$ cat config.mk
export PLATFORM = sky130hd
export DESIGN_NAME = add_sub_serial_flat
export DESIGN_NICKNAME = d
export VERILOG_FILES = /design/src/rtl/add_sub_serial_if.sv /design/src/rtl/add_sub_serial.sv /design/src/flat_wrapper.sv
export SDC_FILE = /design/constraint.sdc
export NUM_CORES = 1
export LEC_CHECK = 0
export ABC_CLOCK_PERIOD_IN_PS = 2120
export CAP_MARGIN = 20
export CORE_MARGIN = 8
export CORE_UTILIZATION = 45
export DETAILED_ROUTE_END_ITERATION = 16
export PLACE_DENSITY = 0.73
export SYNTH_ARGS = -nofsm -noshare
export SYNTH_HDL_FRONTEND = slang
export SYNTH_SLANG_ARGS = --single-unit
$ cat constraint.sdc
create_clock -name clk -period 2.12 [get_ports clk]
set_input_delay 0.424 -clock clk [delete_from_list [all_inputs] [get_ports clk]]
set_output_delay 0.424 -clock clk [all_outputs]
set_load 0.02 [all_outputs]
$ cat src/rtl/add_sub_serial_if.sv
// Bus for the digit-serial adder/subtractor.
//   en/sub/a/b : start request, mode and operands (sampled by the unit in IDLE)
//   ack        : result consumed (sampled by the unit in DONE)
//   busy/done  : unit status decoded from its state register
//   out/cout/ovf : registered result, carry-out and signed overflow
// The master modport is the requester side; the slave modport is the arithmetic unit.
interface add_sub_serial_if #(
    parameter int WIDTH = 8
);
    logic             en;
    logic             sub;
    logic [WIDTH-1:0] a;
    logic [WIDTH-1:0] b;
    logic             ack;
    logic             busy;
    logic             done;
    logic [WIDTH-1:0] out;
    logic             cout;
    logic             ovf;

    modport master (
        output en, sub, a, b, ack,
        input  busy, done, out, cout, ovf
    );

    modport slave (
        input  en, sub, a, b, ack,
        output busy, done, out, cout, ovf
    );
endinterface

$ cat src/rtl/add_sub_serial.sv
// Digit-serial adder/subtractor.
// Captures two WIDTH-bit operands and a mode bit on a start request, then adds DIGIT
// bits per cycle, least significant digit first. The result, carry-out and signed
// overflow are held until acknowledged.
// Ports:
//   clk : clock, rising edge
//   rst : synchronous, active-high reset (aborts any operation in progress)
//   bus : add_sub_serial_if slave modport (en/sub/a/b/ack in, busy/done/out/cout/ovf out)
// Subtraction is done as a + ~b + 1: b is inverted at capture and the carry is seeded with 1.
module add_sub_serial #(
    parameter int WIDTH = 8,
    parameter int DIGIT = 1
) (
    input  logic             clk,
    input  logic             rst,
    add_sub_serial_if.slave  bus
);
    localparam int NDIG = WIDTH / DIGIT;
    localparam int CW   = (NDIG > 1) ? $clog2(NDIG) : 1;

    localparam logic [1:0] S_IDLE = 2'd0;
    localparam logic [1:0] S_ADD  = 2'd1;
    localparam logic [1:0] S_DONE = 2'd2;

    generate
        if ((WIDTH < 2) || ((WIDTH % DIGIT) != 0)) begin : g_bad_param
            $error("add_sub_serial: WIDTH must be >= 2 and a multiple of DIGIT");
        end
    endgenerate

    logic [1:0]       state_r;
    logic [1:0]       state_next_s;
    logic [WIDTH-1:0] a_reg_r;
    logic [WIDTH-1:0] b_reg_r;
    logic             carry_r;
    logic             mode_r;
    logic [CW-1:0]    count_r;
    logic [WIDTH-1:0] out_r;
    logic             cout_r;
    logic             ovf_r;
    logic [DIGIT:0]   digit_s;
    logic             last_s;
    logic             ovf_s;
    logic [WIDTH-1:0] out_next_s;
    logic             busy_s;
    logic             done_s;

    // Digit adder, last-digit detect and signed-overflow term for the current digit.
    always_comb begin
        digit_s = {1'b0, a_reg_r[DIGIT-1:0]} + {1'b0, b_reg_r[DIGIT-1:0]}
                + {{DIGIT{1'b0}}, carry_r};
        last_s  = (count_r == CW'(NDIG - 1));
        // b_reg already holds ~b for subtraction, so one rule covers both modes.
        ovf_s   = (a_reg_r[DIGIT-1] == b_reg_r[DIGIT-1])
               && (digit_s[DIGIT-1] != a_reg_r[DIGIT-1]);
    end

    // Result shift register input: new digit enters at the top, shifting right.
    generate
        if (NDIG == 1) begin : g_one_digit
            always_comb begin
                out_next_s = digit_s[DIGIT-1:0];
            end
        end else begin : g_multi_digit
            always_comb begin
                out_next_s = {digit_s[DIGIT-1:0], out_r[WIDTH-1:DIGIT]};
            end
        end
    endgenerate

    // State register.
    always_ff @(posedge clk) begin
        if (rst) begin
            state_r <= S_IDLE;
        end else begin
            state_r <= state_next_s;
        end
    end

    // Next-state logic; encoding 3 falls back to IDLE.
    always_comb begin
        state_next_s = S_IDLE;
        case (state_r)
            S_IDLE: begin
                if (bus.en) begin
                    state_next_s = S_ADD;
                end else begin
                    state_next_s = S_IDLE;
                end
            end
            S_ADD: begin
                if (last_s) begin
                    state_next_s = S_DONE;
                end else begin
                    state_next_s = S_ADD;
                end
            end
            S_DONE: begin
                // en is ignored here: a new start needs en in a later IDLE cycle.
                if (bus.ack) begin
                    state_next_s = S_IDLE;
                end else begin
                    state_next_s = S_DONE;
                end
            end
            default: begin
                state_next_s = S_IDLE;
            end
        endcase
    end

    // Status outputs decoded from the state register.
    always_comb begin
        busy_s = (state_r != S_IDLE);
        done_s = (state_r == S_DONE);
    end

    // Datapath: operand capture, digit-serial accumulation and result flags.
    always_ff @(posedge clk) begin
        if (rst) begin
            a_reg_r <= {WIDTH{1'b0}};
            b_reg_r <= {WIDTH{1'b0}};
            carry_r <= 1'b0;
            mode_r  <= 1'b0;
            count_r <= {CW{1'b0}};
            out_r   <= {WIDTH{1'b0}};
            cout_r  <= 1'b0;
            ovf_r   <= 1'b0;
        end else begin
            case (state_r)
                S_IDLE: begin
                    if (bus.en) begin
                        a_reg_r <= bus.a;
                        b_reg_r <= bus.sub ? ~bus.b : bus.b;
                        carry_r <= bus.sub;
                        mode_r  <= bus.sub;
                        count_r <= {CW{1'b0}};
                        out_r   <= {WIDTH{1'b0}};
                        cout_r  <= 1'b0;
                        ovf_r   <= 1'b0;
                    end
                end
                S_ADD: begin
                    out_r   <= out_next_s;
                    carry_r <= digit_s[DIGIT];
                    a_reg_r <= a_reg_r >> DIGIT;
                    b_reg_r <= b_reg_r >> DIGIT;
                    if (last_s) begin
                        // Count stays at NDIG-1 so it never wraps.
                        cout_r <= digit_s[DIGIT];
                        ovf_r  <= ovf_s;
                    end else begin
                        count_r <= count_r + CW'(1);
                    end
                end
                S_DONE: begin
                    mode_r <= mode_r;
                end
                default: begin
                    mode_r <= mode_r;
                end
            endcase
        end
    end

    assign bus.busy = busy_s;
    assign bus.done = done_s;
    assign bus.out  = out_r;
    assign bus.cout = cout_r;
    assign bus.ovf  = ovf_r;
endmodule

$ cat src/flat_wrapper.sv
// flat-port wrapper written by rule: the top's interface ports become plain ports
module add_sub_serial_flat 
#(
    parameter int WIDTH = 8,
    parameter int DIGIT = 1
)
  (clk, rst, bus_en, bus_sub, bus_a, bus_b, bus_ack, bus_busy, bus_done, bus_out, bus_cout, bus_ovf);
  add_sub_serial_if #(.WIDTH(WIDTH)) bus_i ();
  input  logic clk;
  input  logic rst;
  input wire logic [$bits(bus_i.en)-1:0] bus_en;
  input wire logic [$bits(bus_i.sub)-1:0] bus_sub;
  input wire logic [$bits(bus_i.a)-1:0] bus_a;
  input wire logic [$bits(bus_i.b)-1:0] bus_b;
  input wire logic [$bits(bus_i.ack)-1:0] bus_ack;
  output wire logic [$bits(bus_i.busy)-1:0] bus_busy;
  output wire logic [$bits(bus_i.done)-1:0] bus_done;
  output wire logic [$bits(bus_i.out)-1:0] bus_out;
  output wire logic [$bits(bus_i.cout)-1:0] bus_cout;
  output wire logic [$bits(bus_i.ovf)-1:0] bus_ovf;
  assign bus_i.en = bus_en;
  assign bus_i.sub = bus_sub;
  assign bus_i.a = bus_a;
  assign bus_i.b = bus_b;
  assign bus_i.ack = bus_ack;
  assign bus_busy = bus_i.busy;
  assign bus_done = bus_i.done;
  assign bus_out = bus_i.out;
  assign bus_cout = bus_i.cout;
  assign bus_ovf = bus_i.ovf;
  add_sub_serial #(.WIDTH(WIDTH), .DIGIT(DIGIT)) u_core (.clk(clk), .rst(rst), .bus(bus_i));
endmodule
==> metrics <==
Initial Util 0.475; CP Max Fanout 11; slowest CP cell clkdlybuf4s50_1; mapped cell area 0.00145 mm^2; Sequential Power Share 0.535; YS warnings 0; Net Count, Synth 188; Chip Width 72.8 um; clock tree buffer depth 2; antenna diode count 0; # hold bufs at CTS 0; layout cells sized above 1 0.0928; Leak 0.682 nW; Pwr Density 659 mW/mm^2; Internal 0.903 mW; Slew headroom 0.577; row cnt 20; top-count cell post-synth dfxtp_1; GRT Util Overall 0.129; routed len/inst 13.5 um; final WL 3.22 mm; Sw Ratio 0.262; later-pin clock latency in the skew report 0.33 ns; crit-path max cell delay 0.54 ns; Hold Path Origin u_core.carry_r; register area share after synthesis 0.442; reg-to-reg critical path startpoint u_core.b_reg_r[0]; Max VDD drop 0.344 mV; worst path arrival time 1.55 ns; top post-synthesis cells by area dfxtp_1 (44%), a21oi_1 (6.6%), a222oi_1 (4.8%), xor2_1 (4.8%), nand3_1 (4.5%); Crit Path Category flop to primary output; worst slew pin tran 0.635 ns; CTS root buf clkbuf_4; GRT Residual Overflow 0; final setup fails 0; initial antenna violation count 0; area of the core 0.00305 mm^2; hold path endpoint u_core.carry_r; clk sinks 32; Async S/R FF share, synth 0; H-Tree Depth 2; sw power 0.321 mW; count of state elements after synthesis 32; Worst-path clk slew 0.09 ns; first-pass GRT wire length 5.56 mm; post-cts sizing count 0; IO buf count 32; Comb pwr share 0.173; fin nets 217; number of fill cells in the layout 292; Top-Level Pins 33; CP Launch Type flop; number of distinct library cells after synthesis 37; Die H 72.8 um; fmax 506 MHz; Sum Neg Setup Slack 0 ns; EDFF count, synth 0; pin count of the biggest net entering global routing 24; CP Cell Sequence or2_2 -> clkdlybuf4s50_1; Initial DRT Pass Iterations 5; setup repair after global routing missed its margin false; post-layout min period 1.98 ns; vias per std cell 5.42; power share of the clock group 0.292; total CTS buffers 5; Area Overhead vs Synth 28.0%; Reg2Reg Setup Slack 0.47 ns; Crit. End Element primary output; outcome finished clean; # DRC 0; total power draw 1.22 mW; TritonCTS clock tree built; Syn Inst Count 164; Placer Congestion 0.722; Worst R2R Path Depth 5; period utilisation layout 0.932; max-slew violation count 0; CP Data Required Time 1.70 ns; Most used DFF post-synth dfxtp_1; via count 1,289; antenna-violating nets left 0; Die Area 0.00529 mm^2; Final Hold Fails 0; DPL Wire Length 2.32 mm; setup repair bufs after CTS 0; worst min path class flop to flop; Critical path origin u_core.state_r[0]; max cap viols 0; worst hold path depth 2; initial drt markers 155; vias in the first global route 1,304; area fraction of the dominant cell type after synthesis 0.442; cell accounting for the most synthesized area dfxtp_1; mean area per synthesized cell 8.84 um^2; Synth top cells by count dfxtp_1 (32), a21oi_1 (19), nand2_1 (16); Worst R2R End u_core.bus.ovf; clk_skew 0.0112 ns
[critical path, delay by kind of cell, from the launching register on]
kind / cells / cell delay (ns)
AND/OR/NAND/NOR: 1 / 0.31
flip-flops: 1 / 0.38
buffers and inverters: 1 / 0.54
[per-layer routing]
| metal | vias to the layer above | global-route usage | wire [um] |
|---|---|---|---|
| met5 | - | 0 | 0 |
| met4 | 0 | 0.0667 | 51 |
| met3 | 8 | 0.0385 | 210 |
| met2 | 37 | 0.229 | 1620 |
| met1 | 605 | 0.135 | 1340 |
| li1 | 639 | - | - |
[worst max-delay path by stage]
stage | end | depth (start not counted) | slack [ns]
after detailed placement | u_core.count_r[1] | 4 | 0.12
after CTS | bus_done | 2 | 0.03
final | bus_busy | 2 | 0.14
after global routing | bus_busy | 2 | 0.08
after floorplan | u_core.count_r[0] | 6 | 0.58
after global placement | u_core.bus.cout | 4 | 0.18
[sequential cells by signal, indices dropped and copies added, names as in the netlist]
signal / count
u_core.a_reg_r: 8
u_core.b_reg_r: 8
u_core.bus.cout: 1
u_core.bus.out: 8
u_core.bus.ovf: 1
u_core.carry_r: 1
u_core.count_r: 3
u_core.state_r: 2
[power by group through the flow]
stage	Sequential (mW)	Combinational (mW)	Clock, mW
global placement	0.666	0.204	0
floorplan	0.662	0.139	0
finish	0.655	0.211	0.357
CTS	0.654	0.212	0.363
global route	0.659	0.231	0.397
detailed placement	0.668	0.211	0
[per-stage QoR]
step / worst slack, ns / hold slack (ns) / area, um^2 / instances / util
2_1_floorplan: 0.576 / 0.443 / 1450 / 164 / -
3_3_place_gp: 0.176 / 0.452 / 1790 / 230 / 0.588
3_5_place_dp: 0.119 / 0.460 / 1790 / 230 / 0.588
4_1_cts: 0.0308 / 0.471 / 1850 / 238 / 0.607
5_1_grt: 0.0809 / 0.492 / 1860 / 238 / 0.608
6_report: 0.144 / 0.472 / 1860 / 238 / 0.608
[final cells by class]
| type | count | area [um^2] | area share |
|---|---|---|---|
| repair buffers | 37 | 370 | 0.200 |
| inverters | 3 | 11.3 | 0.00607 |
| well taps | 44 | 55.1 | 0.0297 |
| multi-input cells | 114 | 717 | 0.386 |
| flip-flops and latches | 32 | 643 | 0.347 |
| clock buffers | 8 | 58.8 | 0.0317 |
[cells in the final DEF (no fill, tap or decap), drive strengths merged, types with 3 or more instances in the layout]
cell type      count
a21oi             20
a211oi             5
clkbuf             8
xor2               8
nand3             13
clkdlybuf4s50     32
nand2             16
dfxtp             32
buf                5
nor2              15
a222oi             7
nand2b             4
inv                3
[logic make-up after synthesis]
family / after synthesis / share of synthesized area
buffers and inverters: 18 / 0.0638
XOR/XNOR: 8 / 0.0483
adder cells (fa/ha/maj): 3 / 0.0311
AND/OR/NAND/NOR: 61 / 0.215
AO/OA/AOI/OAI: 42 / 0.200
flip-flops: 32 / 0.442
Power figures use the tool's default switching activity.
